**config.mk**
```make
export PLATFORM = sky130hd
export DESIGN_NAME = reg_index_encoder
export DESIGN_NICKNAME = d
export VERILOG_FILES = /design/src/rtl/reg_index_encoder.sv
export SDC_FILE = /design/constraint.sdc
export NUM_CORES = 1
export LEC_CHECK = 0
export BUFFER_PORTS_ARGS = -buffer_cell sky130_fd_sc_hd__buf_4
export CAP_MARGIN = 20
export CORE_ASPECT_RATIO = 1.4
export CORE_UTILIZATION = 52
export CTS_BUF_LIST = sky130_fd_sc_hd__clkbuf_16
export CTS_CLUSTER_DIAMETER = 200
export DETAILED_ROUTE_END_ITERATION = 7
export PLACE_DENSITY = 0.75
export SLEW_MARGIN = 30
export SYNTH_ARGS = -nofsm -noshare
export SYNTH_HDL_FRONTEND = slang
export SYNTH_SLANG_ARGS = --single-unit
```
**constraint.sdc**
```tcl
create_clock -name clock -period 1.7 [get_ports clock]
set_input_delay 0.085 -clock clock [delete_from_list [all_inputs] [get_ports clock]]
set_output_delay 0.085 -clock clock [all_outputs]
set_load 0.01 [all_outputs]
```
**src/rtl/reg_index_encoder.sv**
```systemverilog
// Serialises a 32-bit register-select mask into one 5-bit register index per
// handshake, lowest- or highest-numbered first, with optional r0 suppression.
module reg_index_encoder #(
  parameter bit SKIP_R0       = 1'b1,
  parameter bit PRIORITY_HIGH = 1'b0
) (
  input  logic        clock,
  input  logic        reset,
  input  logic        in_valid,
  output logic        in_ready,
  input  logic [31:0] in_bits,
  output logic        out_valid,
  input  logic        out_ready,
  output logic [4:0]  out_index,
  output logic        out_last,
  output logic [5:0]  remaining
);

  typedef enum logic {IDLE = 1'b0, EMIT = 1'b1} state_t;

  state_t      state_q, state_d;
  logic [31:0] pending_q, pending_d;
  logic [5:0]  remaining_q, remaining_d;
  logic [31:0] masked;
  logic [4:0]  sel_idx;
  logic        accept;
  logic        xfer;

  // Later matches overwrite earlier ones, so scan direction sets the priority.
  function automatic logic [4:0] pick_index(input logic [31:0] v);
    logic [4:0] idx;
    idx = '0;
    for (int i = 0; i < 32; i++) begin
      if (PRIORITY_HIGH) begin
        if (v[i]) idx = 5'(i);
      end else begin
        if (v[31-i]) idx = 5'(31 - i);
      end
    end
    return idx;
  endfunction

  function automatic logic [5:0] popcount(input logic [31:0] v);
    logic [5:0] c;
    c = '0;
    for (int i = 0; i < 32; i++) c = c + {5'd0, v[i]};
    return c;
  endfunction

  always_comb begin
    masked = in_bits;
    if (SKIP_R0) masked[0] = 1'b0;
  end

  assign sel_idx = pick_index(pending_q);
  assign accept  = in_valid && (state_q == IDLE);
  assign xfer    = out_ready && (state_q == EMIT);

  always_ff @(posedge clock or negedge reset) begin
    if (!reset) begin
      state_q     <= IDLE;
      pending_q   <= '0;
      remaining_q <= '0;
    end else begin
      state_q     <= state_d;
      pending_q   <= pending_d;
      remaining_q <= remaining_d;
    end
  end

  always_comb begin
    state_d = state_q;
    case (state_q)
      IDLE:    if (accept && (masked != '0)) state_d = EMIT;
      EMIT:    if (xfer && (remaining_q == 6'd1)) state_d = IDLE;
      default: state_d = IDLE;
    endcase
  end

  // An all-zero masked vector is accepted but leaves pending empty.
  always_comb begin
    pending_d   = pending_q;
    remaining_d = remaining_q;
    if (accept && (masked != '0)) begin
      pending_d   = masked;
      remaining_d = popcount(masked);
    end else if (xfer) begin
      pending_d[sel_idx] = 1'b0;
      remaining_d        = remaining_q - 6'd1;
    end
  end

  always_comb begin
    in_ready  = (state_q == IDLE);
    out_valid = (state_q == EMIT);
    out_index = (state_q == EMIT) ? sel_idx : 5'd0;
    out_last  = (state_q == EMIT) && (remaining_q == 6'd1);
    remaining = remaining_q;
  end

endmodule
```
==> key figures, run 1 <==
Placement
  • Port Buffers: 48
  • Post-DP HPWL: 8.20 mm
  • Gp weighted congestion: 0.946

Synth
  • YS warnings: 0
  • Ys flop type: dfrtp_1
  • Top cell type's share of synthesized area: 30.3%
  • Register area share after synthesis: 30.3%
  • Synth area leaders: dfrtp_1 30%, fa_1 14%, a21oi_1 5.1%
  • Area of the mapped netlist: 3220 sq um
  • Net Count, Synth: 421
  • #FFs+latches synth: 39
  • Syn Inst Count: 352
  • Avg Inst Size Synth: 9.14 sq um
  • EDFF count, synth: 0
  • Synth cell types: 50
  • Synth area leader: dfrtp_1
  • Fraction of registers with async set/reset: 100%

Global route
  • GRT Total Usage: 72.7%
  • Overflow after GRT: 4
  • Largest net degree at the start of global routing: 40

Timing
  • WEP type: register input
  • Grt repair worst endpoint: remaining[4]$_DFFE_PN0P_/D

Floorplanning
  • Rows: 33
  • Chip width: 68.5 um
  • I/O pins: 50
  • Initial Utilization: 54.5%
  • Die height: 95.1 um

Clock tree
  • CTS max path bufs: 2
  • H-tree levels: 2
  • Root buffer cell: clkbuf_16
  • Clock buffer count from CTS: 5
  • Clock sinks: 39

Run status
  • Tool error: [ERROR GRT-0232] Routing congestion too high. Check the congestion heatmap in the GUI.
  • Outcome: stopped before the end
  • Last stage: 5_1_grt
-- through the flow --
stage          setup WS (ns)  cell area [sq um]  util, %  cells  TNS [ns]
4_1_cts                -2.86               5170     87.5    593    -24.66
3_3_place_gp           -2.98               4470     75.8    563    -26.08
2_1_floorplan          -2.73               3290        -    352    -14.87
3_5_place_dp           -3.17               4470     75.8    563    -27.59
-- per-layer routing --
layer  overflow  global-route usage [%]
met1          0                    74.0
met2          1                    87.3
met3          0                    59.0
met4          3                    70.5
met5          0                    14.3
-- cell families after synthesis --
kind of cell | after synthesis | share of synthesized area [%]
adder cells (fa/ha/maj) | 33 | 18.2
buffers and inverters | 56 | 6.84
XOR/XNOR | 7 | 1.91
multiplexers | 13 | 4.04
flip-flops | 39 | 30.3
AND/OR/NAND/NOR | 117 | 18.4
AO/OA/AOI/OAI | 87 | 20.3
-- cells in the mapped netlist, types with 3 or more instances --
cell type,number
mux2i_1,13
nor3_1,7
nor2_1,44
and2_1,3
dfrtp_1,39
o21ai_0,14
xnor2_1,5
ha_1,10
a221oi_1,4
a21oi_1,33
buf_2,5
nor2b_1,9
clkbuf_1,4
a221oi_2,9
o211ai_1,4
fa_1,23
a211oi_1,4
nor4_1,16
inv_1,44
nand2_1,17
nand3_1,5
nand2b_1,5
-- repair_timing --
item / in CTS
hold buffers: 2
gates resized for setup: 93
setup buffers: 20
pin swaps: 28
endpoints found under the hold margin: 40
setup endpoints to repair: 42
==> run 2, diff against run 1 <==
--- a/config.mk
+++ b/config.mk
@@ -7,12 +7,9 @@
 export LEC_CHECK = 0
 export BUFFER_PORTS_ARGS = -buffer_cell sky130_fd_sc_hd__buf_4
 export CAP_MARGIN = 20
-export CORE_ASPECT_RATIO = 1.4
-export CORE_UTILIZATION = 52
-export CTS_BUF_LIST = sky130_fd_sc_hd__clkbuf_16
-export CTS_CLUSTER_DIAMETER = 200
+export CORE_UTILIZATION = 40
 export DETAILED_ROUTE_END_ITERATION = 7
-export PLACE_DENSITY = 0.75
+export PLACE_DENSITY_LB_ADDON = 0.15
 export SLEW_MARGIN = 30
 export SYNTH_ARGS = -nofsm -noshare
 export SYNTH_HDL_FRONTEND = slang
==> constraint.sdc (replaced) <==
create_clock -name clock -period 2.2 [get_ports clock]
set_input_delay 0.11 -clock clock [delete_from_list [all_inputs] [get_ports clock]]
set_output_delay 0.11 -clock clock [all_outputs]
set_load 0.01 [all_outputs]
==> run 2 against run 1 <==
Net effect:
- the flow now finishes, with violations (setup timing)
- synthesized area unchanged
- synthesized cell count unchanged
==> key figures, run 2 <==
Timing
  • Final setup fails: 6
  • Final Skew: 0.00658 ns
  • Least-Margin Pin Slew: 0.572 ns
  • Hold Fails Final Rpt: 0
  • Final period util: 200%
  • Setup TNS Final: -12.08 ns
  • RSZ-0062 raised after global routing: true
  • Final worst slack: -2.19 ns
  • Slew Limit Headroom: 61.8%
  • Achievable frequency: 0.228 GHz
  • Max-slew violation count: 0
  • Fin crit period: 4.39 ns

Layout
  • Fin area: 4370 sq um
  • Layout cell share with drive strength beyond 1: 33.3%
  • Most flops, register: pending_q
  • Most common cell after layout, fill and taps aside: buf_4
  • Max reg flops: 32
  • Most frequent cells in the layout: 109 x buf_4, 43 x inv_1, 43 x nor2_1
  • Non-filler cells, final: 565
  • Layout Nets: 531
  • Diode count: 0
  • Layout area overhead: 35.8%

Global route
  • Vias in the first global route: 3001
  • Overflow after GRT: 0
  • GRT Total Usage: 24.4%
  • Largest net degree at the start of global routing: 40
  • First-pass GRT wire length: 15.6 mm
  • Initial antenna violation count: 0

Worst setup path
  • Setup crit start kind: input port
  • Worst Path Buf+Inv: 5
  • Slowest stage delay, CP: 0.58 ns
  • Top cell family by delay on the critical path: adder cells
  • CP required: 2.44 ns
  • Most used cell, CP: fa_1
  • Slowest CP cell: fa_1
  • Crit Path Category: in -> reg
  • CP max FO: 2
  • Worst path cell trace: buf_8 -> fa_1 -> inv_2 -> fa_1 -> inv_1 -> fa_1 -> inv_1 -> fa_1 -> fa_1 -> fa_1 -> inv_1 -> fa_2 -> fa_2 -> a21o_1 -> a21oi_2 -> xnor2_1 -> nand2_1 -> o21ai_1
  • FF-to-FF Start: pending_q[30]$_DFFE_PN0P_
  • Critical Path AT: 4.64 ns
  • R2R Path End: pending_q[11]$_DFFE_PN0P_
  • Reg2reg path depth: 7
  • R2R setup slack: 0.08 ns
  • CP endpoint kind: register

Hold path
  • Worst hold stages: 3
  • HP Class: in -> reg
  • Hold Crit Start: in_bits[5]
  • WHS Endpoint: pending_q[5]$_DFFE_PN0P_

Synth
  • Synth area leaders: dfrtp_1 30%, fa_1 14%, a21oi_1 5.1% (unchanged)
  • Net Count, Synth: 421 (unchanged)
  • #FFs+latches synth: 39 (unchanged)
  • Register area share after synthesis: 30.3% (unchanged)
  • Synth cell types: 50 (unchanged)
  • Syn Inst Count: 352 (unchanged)
  • Area of the mapped netlist: 3220 sq um (unchanged)
  • Fraction of registers with async set/reset: 100% (unchanged)
  • Synth area leader: dfrtp_1 (unchanged)
  • EDFF count, synth: 0 (unchanged)
  • Most instantiated cells after synthesis: 44 x inv_1, 44 x nor2_1, 39 x dfrtp_1 (unchanged)
  • Ys flop type: dfrtp_1 (unchanged)
  • Top cell type's share of synthesized area: 30.3% (unchanged)
  • Avg Inst Size Synth: 9.14 sq um (unchanged)
  • YS warnings: 0 (unchanged)

Floorplanning
  • I/O pins: 50 (unchanged)
  • Placeable Area: 7770 sq um
  • Die ar.: 8410 sq um
  • Die height: 91.7 um (was 95.1 um)
  • Initial Utilization: 41.4% (was 54.5%)
  • Chip width: 91.7 um (was 68.5 um)
  • Rows: 32 (was 33)

Drt
  • Vias per inst: 5.37
  • DRC: 0
  • Detail Route Antenna Nets: 0
  • Mean routed wirelength per cell: 17.0 um
  • Total number of vias: 3032
  • Routed WL: 9.63 mm
  • First-pass DRT Iterations: 4
  • Initial drt markers: 160

Clock tree
  • Root buffer cell: clkbuf_8 (was clkbuf_16)
  • Clock sinks: 39 (unchanged)
  • Clock-pin slew on the worst setup and hold paths: 0.09 ns
  • H-tree levels: 2 (unchanged)
  • Clock buffer count from CTS: 5 (unchanged)
  • TritonCTS clock tree: done
  • Clk_lat worst skew: 0.31 ns
  • CTS max path bufs: 2 (unchanged)

Job
  • Max-Cap Viols: 0

Placement
  • Post-DP HPWL: 7.78 mm (was 8.20 mm)
  • Gp weighted congestion: 0.853 (was 0.946)
  • Placed Area: 4100 sq um (was 4470 sq um)
  • DP Worst Slack: -2.53 ns (was -3.17 ns)
  • Placed Cells: 547 (was 563)
  • Port Buffers: 48 (unchanged)

Power
  • PD cells: 1750 nW/um^2
  • Tot Pwr: 7.67 mW
  • Peak VDD IR: 1.82 mV
  • Leak pwr: 2.03 nW

Run status
  • Violated checks: setup timing
  • Outcome: finished, violations left (was stopped before the end)
## run 2: final cells by class
class	count	area, sq um
repair buffers	114	885
inverters	45	169
multi-input cells	257	2100
fillers	747	3400
flip-flops and latches	39	978
clock buffers	5	68.8
clock inverters	3	43.8
well taps	102	128
## run 2: how the worst max path moves through the flow
stage | startpoint | end | slack (ns) | depth (start not counted)
4_1_cts | in_bits[18] | remaining[4]$_DFFE_PN0P_ | -2.21 | 18
5_1_grt | in_bits[18] | remaining[4]$_DFFE_PN0P_ | -2.34 | 18
3_5_place_dp | in_bits[18] | remaining[4]$_DFFE_PN0P_ | -2.53 | 18
2_1_floorplan | in_bits[18] | remaining[4]$_DFFE_PN0P_ | -2.26 | 17
6_report | in_bits[18] | remaining[4]$_DFFE_PN0P_ | -2.19 | 18
3_3_place_gp | in_bits[18] | remaining[4]$_DFFE_PN0P_ | -2.54 | 18
## run 2: metrics by stage
step	util (%)	hold slack [ns]
4_1_cts	54.7	0.00718
6_report	56.3	0.116
3_3_place_gp	52.8	0.125
3_5_place_dp	52.8	0.125
2_1_floorplan	-	-0.186
5_1_grt	56.3	0.142
## run 2: worst min-delay path: stages
cell and delay [ns]:
buf_4 0.11, a21oi_1 0.06, a21oi_1 0.10
## run 2: report_power, final
part / leakage, nW / switching, mW / internal, mW
logic: 1.48 / 2.82 / 2.76
clock network: 0.0581 / 0.296 / 0.338
registers: 0.492 / 0.439 / 1.01
total: 2.03 / 3.55 / 4.12
## run 2: routing by layer
metal | vias to the layer above | global-route usage (%) | part of all wire [%] | wire length [um]
met1 | 1483 | 34.0 | 47 | 4480
met3 | 18 | 3.98 | 4.4 | 426
li1 | 1458 | - | - | -
met4 | 0 | 7.81 | 2.4 | 229
met5 | - | 0 | 0 | 0
met2 | 73 | 38.9 | 47 | 4490
## run 2: logic make-up after synthesis
kind of cell	share of synthesized area, %
adders and majority gates	18.2
DFF	30.3
buffers and inverters	6.84
xor gates and xnor gates	1.91
muxes	4.04
and+or+nand+nor	18.4
AOI/OAI and AO/OA	20.3
## run 2: what timing repair did
| item | CTS | global route |
|---|---|---|
| pin swaps | 3 | 8 |
| buffers inserted | 0 | 8 |
| endpoints found under the hold margin | 39 | 1 |
| endpoints found under the setup margin | 14 | 24 |
| hold buffers | 1 | 1 |
| resized for setup | 7 | 12 |
Note: power is estimated with default switching activity, not from simulation.
==> run 3, diff against run 2 <==
--- a/config.mk
+++ b/config.mk
@@ -10,6 +10,7 @@
 export CORE_UTILIZATION = 40
 export DETAILED_ROUTE_END_ITERATION = 7
 export PLACE_DENSITY_LB_ADDON = 0.15
+export SKIP_CTS_REPAIR_TIMING = 1
 export SLEW_MARGIN = 30
 export SYNTH_ARGS = -nofsm -noshare
 export SYNTH_HDL_FRONTEND = slang
==> run 3 against run 2 <==
Net effect:
- the flow still finishes with violations (setup timing)
- highest routed layer unchanged
- critical endpoint unchanged
- global-route usage stayed put
- setup slack worse by 0.0018 ns
- maximum frequency hardly changed
- critical path type unchanged
- non-clock buffer count is 1 lower
- die area stayed put
- wire length is 0.46% higher
==> key figures, run 3 (synthesis gave the netlist of run 2 again) <==
Run status
  • Outcome: finished, violations left (unchanged)
  • Violated checks: setup timing (unchanged)

Worst setup path
  • CP max FO: 2 (unchanged)
  • CP endpoint kind: register (unchanged)
  • Worst path cell trace: buf_6 -> fa_1 -> inv_2 -> fa_1 -> inv_1 -> fa_1 -> inv_1 -> fa_1 -> fa_1 -> fa_1 -> inv_1 -> fa_2 -> fa_2 -> a21o_1 -> a21oi_2 -> xnor2_1 -> nand2_1 -> o21ai_1 (was buf_8 -> fa_1 -> inv_2 -> fa_1 -> inv_1 -> fa_1 -> inv_1 -> fa_1 -> fa_1 -> fa_1 -> inv_1 -> fa_2 -> fa_2 -> a21o_1 -> a21oi_2 -> xnor2_1 -> nand2_1 -> o21ai_1)
  • Timing endpoint of the critical path: remaining[4]$_DFFE_PN0P_ (unchanged)
  • Reg2reg path depth: 6 (was 7)
  • Setup crit start kind: input port (unchanged)
  • Slowest CP cell: fa_1 (unchanged)
  • Slowest stage delay, CP: 0.58 ns (about the same)
  • Most used cell, CP: fa_1 (unchanged)
  • CP required: 2.44 ns (about the same)
  • Critical path depth: 18 (unchanged)
  • CP Launch Point: in_bits[18] (unchanged)
  • R2R Path End: pending_q[6]$_DFFE_PN0P_ (was pending_q[11]$_DFFE_PN0P_)
  • FF-to-FF Start: pending_q[16]$_DFFE_PN0P_ (was pending_q[30]$_DFFE_PN0P_)
  • Critical Path AT: 4.64 ns (about the same)
  • Crit Path Category: in -> reg (unchanged)
  • Top cell family by delay on the critical path: adder cells (unchanged)
  • R2R setup slack: 0.12 ns (was 0.08 ns)
  • Worst Path Buf+Inv: 5 (unchanged)

Timing
  • Max-slew violation count: 0 (unchanged)
  • Fin crit period: 4.40 ns (was 4.39 ns)
  • Final setup fails: 6 (unchanged)
  • Final Skew: 0.00530 ns (was 0.00658 ns)
  • Worst hold margin: 0.117 ns (was 0.116 ns)
  • RSZ-0062 raised after global routing: true (unchanged)
  • Achievable frequency: 0.227 GHz (was 0.228 GHz)
  • Hold Fails Final Rpt: 0 (unchanged)
  • Setup TNS Final: -12.08 ns (about the same)
  • Slew Limit Headroom: 61.1% (was 61.8%)
  • Final worst slack: -2.20 ns (was -2.19 ns)
  • Final period util: 200% (about the same)
  • Least-Margin Pin Slew: 0.582 ns (was 0.572 ns)

Drt
  • DRC: 0 (unchanged)
  • Mean routed wirelength per cell: 17.1 um (was 17.0 um)
  • Routed WL: 9.67 mm (was 9.63 mm)
  • First-pass DRT Iterations: 4 (unchanged)
  • Detail Route Antenna Nets: 0 (unchanged)
  • Initial drt markers: 207 (was 160)
  • Vias per inst: 5.38 (was 5.37)
  • Total number of vias: 3034 (was 3032)

Clock tree
  • H-tree levels: 2 (unchanged)
  • Clock sinks: 39 (unchanged)
  • TritonCTS clock tree: done (unchanged)
  • CTS max path bufs: 2 (unchanged)
  • Clock-pin slew on the worst setup and hold paths: 0.09 ns (about the same)
  • Clock buffer count from CTS: 5 (unchanged)
  • Root buffer cell: clkbuf_8 (unchanged)
  • Clk_lat worst skew: 0.31 ns (about the same)

Global route
  • Initial antenna violation count: 0 (unchanged)
  • Overflow after GRT: 0 (unchanged)
  • First-pass GRT wire length: 15.7 mm (was 15.6 mm)
  • GRT Total Usage: 24.4% (unchanged)
  • Largest net degree at the start of global routing: 40 (unchanged)
  • Vias in the first global route: 3002 (was 3001)

Hold path
  • Worst hold stages: 3 (unchanged)
  • HP Class: in -> reg (unchanged)

Layout
  • Most flops, register: pending_q (unchanged)
  • Area occupied by multi-input gates: 2110 sq um (was 2100 sq um)
  • Most common cell after layout, fill and taps aside: buf_4 (unchanged)
  • FILL cells: 748 (was 747)
  • Max reg flops: 32 (unchanged)
  • Layout cell share with drive strength beyond 1: 33.5% (was 33.3%)
  • Most frequent cells in the layout: 107 x buf_4, 43 x inv_1, 43 x nor2_1 (was 109 x buf_4, 43 x inv_1, 43 x nor2_1)
  • Register area: 978 sq um (unchanged)
  • Diode count: 0 (unchanged)
  • Layout Nets: 530 (was 531)
  • Fin area: 4380 sq um (was 4370 sq um)
  • Layout area overhead: 36.0% (was 35.8%)

Power
  • Tot Pwr: 7.70 mW (was 7.67 mW)
  • Leak pwr: 2.03 nW (about the same)
  • PD cells: 1760 nW/um^2 (was 1750 nW/um^2)
  • Peak VDD IR: 1.82 mV (about the same)

Floorplanning
  • Die height: 91.7 um (unchanged)
  • Die ar.: 8410 sq um (unchanged)
  • Chip width: 91.7 um (unchanged)
  • Placeable Area: 7770 sq um (unchanged)
  • Initial Utilization: 41.4% (unchanged)
  • Rows: 32 (unchanged)
  • I/O pins: 50 (unchanged)

Placement
  • Gp weighted congestion: 0.853 (unchanged)
  • Placed Area: 4100 sq um (unchanged)
  • Port Buffers: 48 (unchanged)
  • DP Worst Slack: -2.53 ns (unchanged)
  • Post-DP HPWL: 7.78 mm (unchanged)

Job
  • Max-Cap Viols: 0 (unchanged)
## run 3: changes by cell type in the layout (fill, tap and decap cells not counted), sizes merged
cell / previous run / this run
buf: 112 / 111
## run 3: cell type report
| type | instances | area share (%) |
|---|---|---|
| inverter | 45 | 3.86 |
| tap | 102 | 2.92 |
| clock inverter | 3 | 1.00 |
| timing repair buffer | 113 | 20.0 |
| clock buffer | 5 | 1.57 |
| sequential | 39 | 22.4 |
| multi-input combinational | 257 | 48.2 |
## run 3: power by group
group / internal (mW) / switching [mW] / total, mW
clock network: 0.338 / 0.292 / 0.630
logic: 2.78 / 2.83 / 5.60
registers: 1.01 / 0.451 / 1.46
## run 3: worst register-to-register path, delay by kind of cell, from the launching register on
family	cells	cell delay, ns
AOI/OAI and AO/OA	3	0.76
DFF	1	0.46
and+or+nand+nor	3	0.72
## run 3: worst min-delay path by stage
stage	start	to
floorplan	reset	out_valid$_DFF_PN0_
global route	in_bits[5]	pending_q[5]$_DFFE_PN0P_
CTS	reset	pending_q[5]$_DFFE_PN0P_
global placement	reset	pending_q[16]$_DFFE_PN0P_
detailed placement	reset	pending_q[2]$_DFFE_PN0P_
finish	in_bits[5]	pending_q[5]$_DFFE_PN0P_
## run 3: through the flow
stage	util [%]	cells
6_report	56.3	564
5_1_grt	56.3	564
4_1_cts	54.2	555
3_5_place_dp	52.8	547
3_3_place_gp	52.8	547
2_1_floorplan	-	352
## run 3: metal layers
| layer | track usage (%) | wire length (um) |
|---|---|---|
| met5 | 0 | 0 |
| met4 | 7.81 | 214 |
| met3 | 3.98 | 449 |
| met2 | 39.0 | 4540 |
| met1 | 34.0 | 4470 |
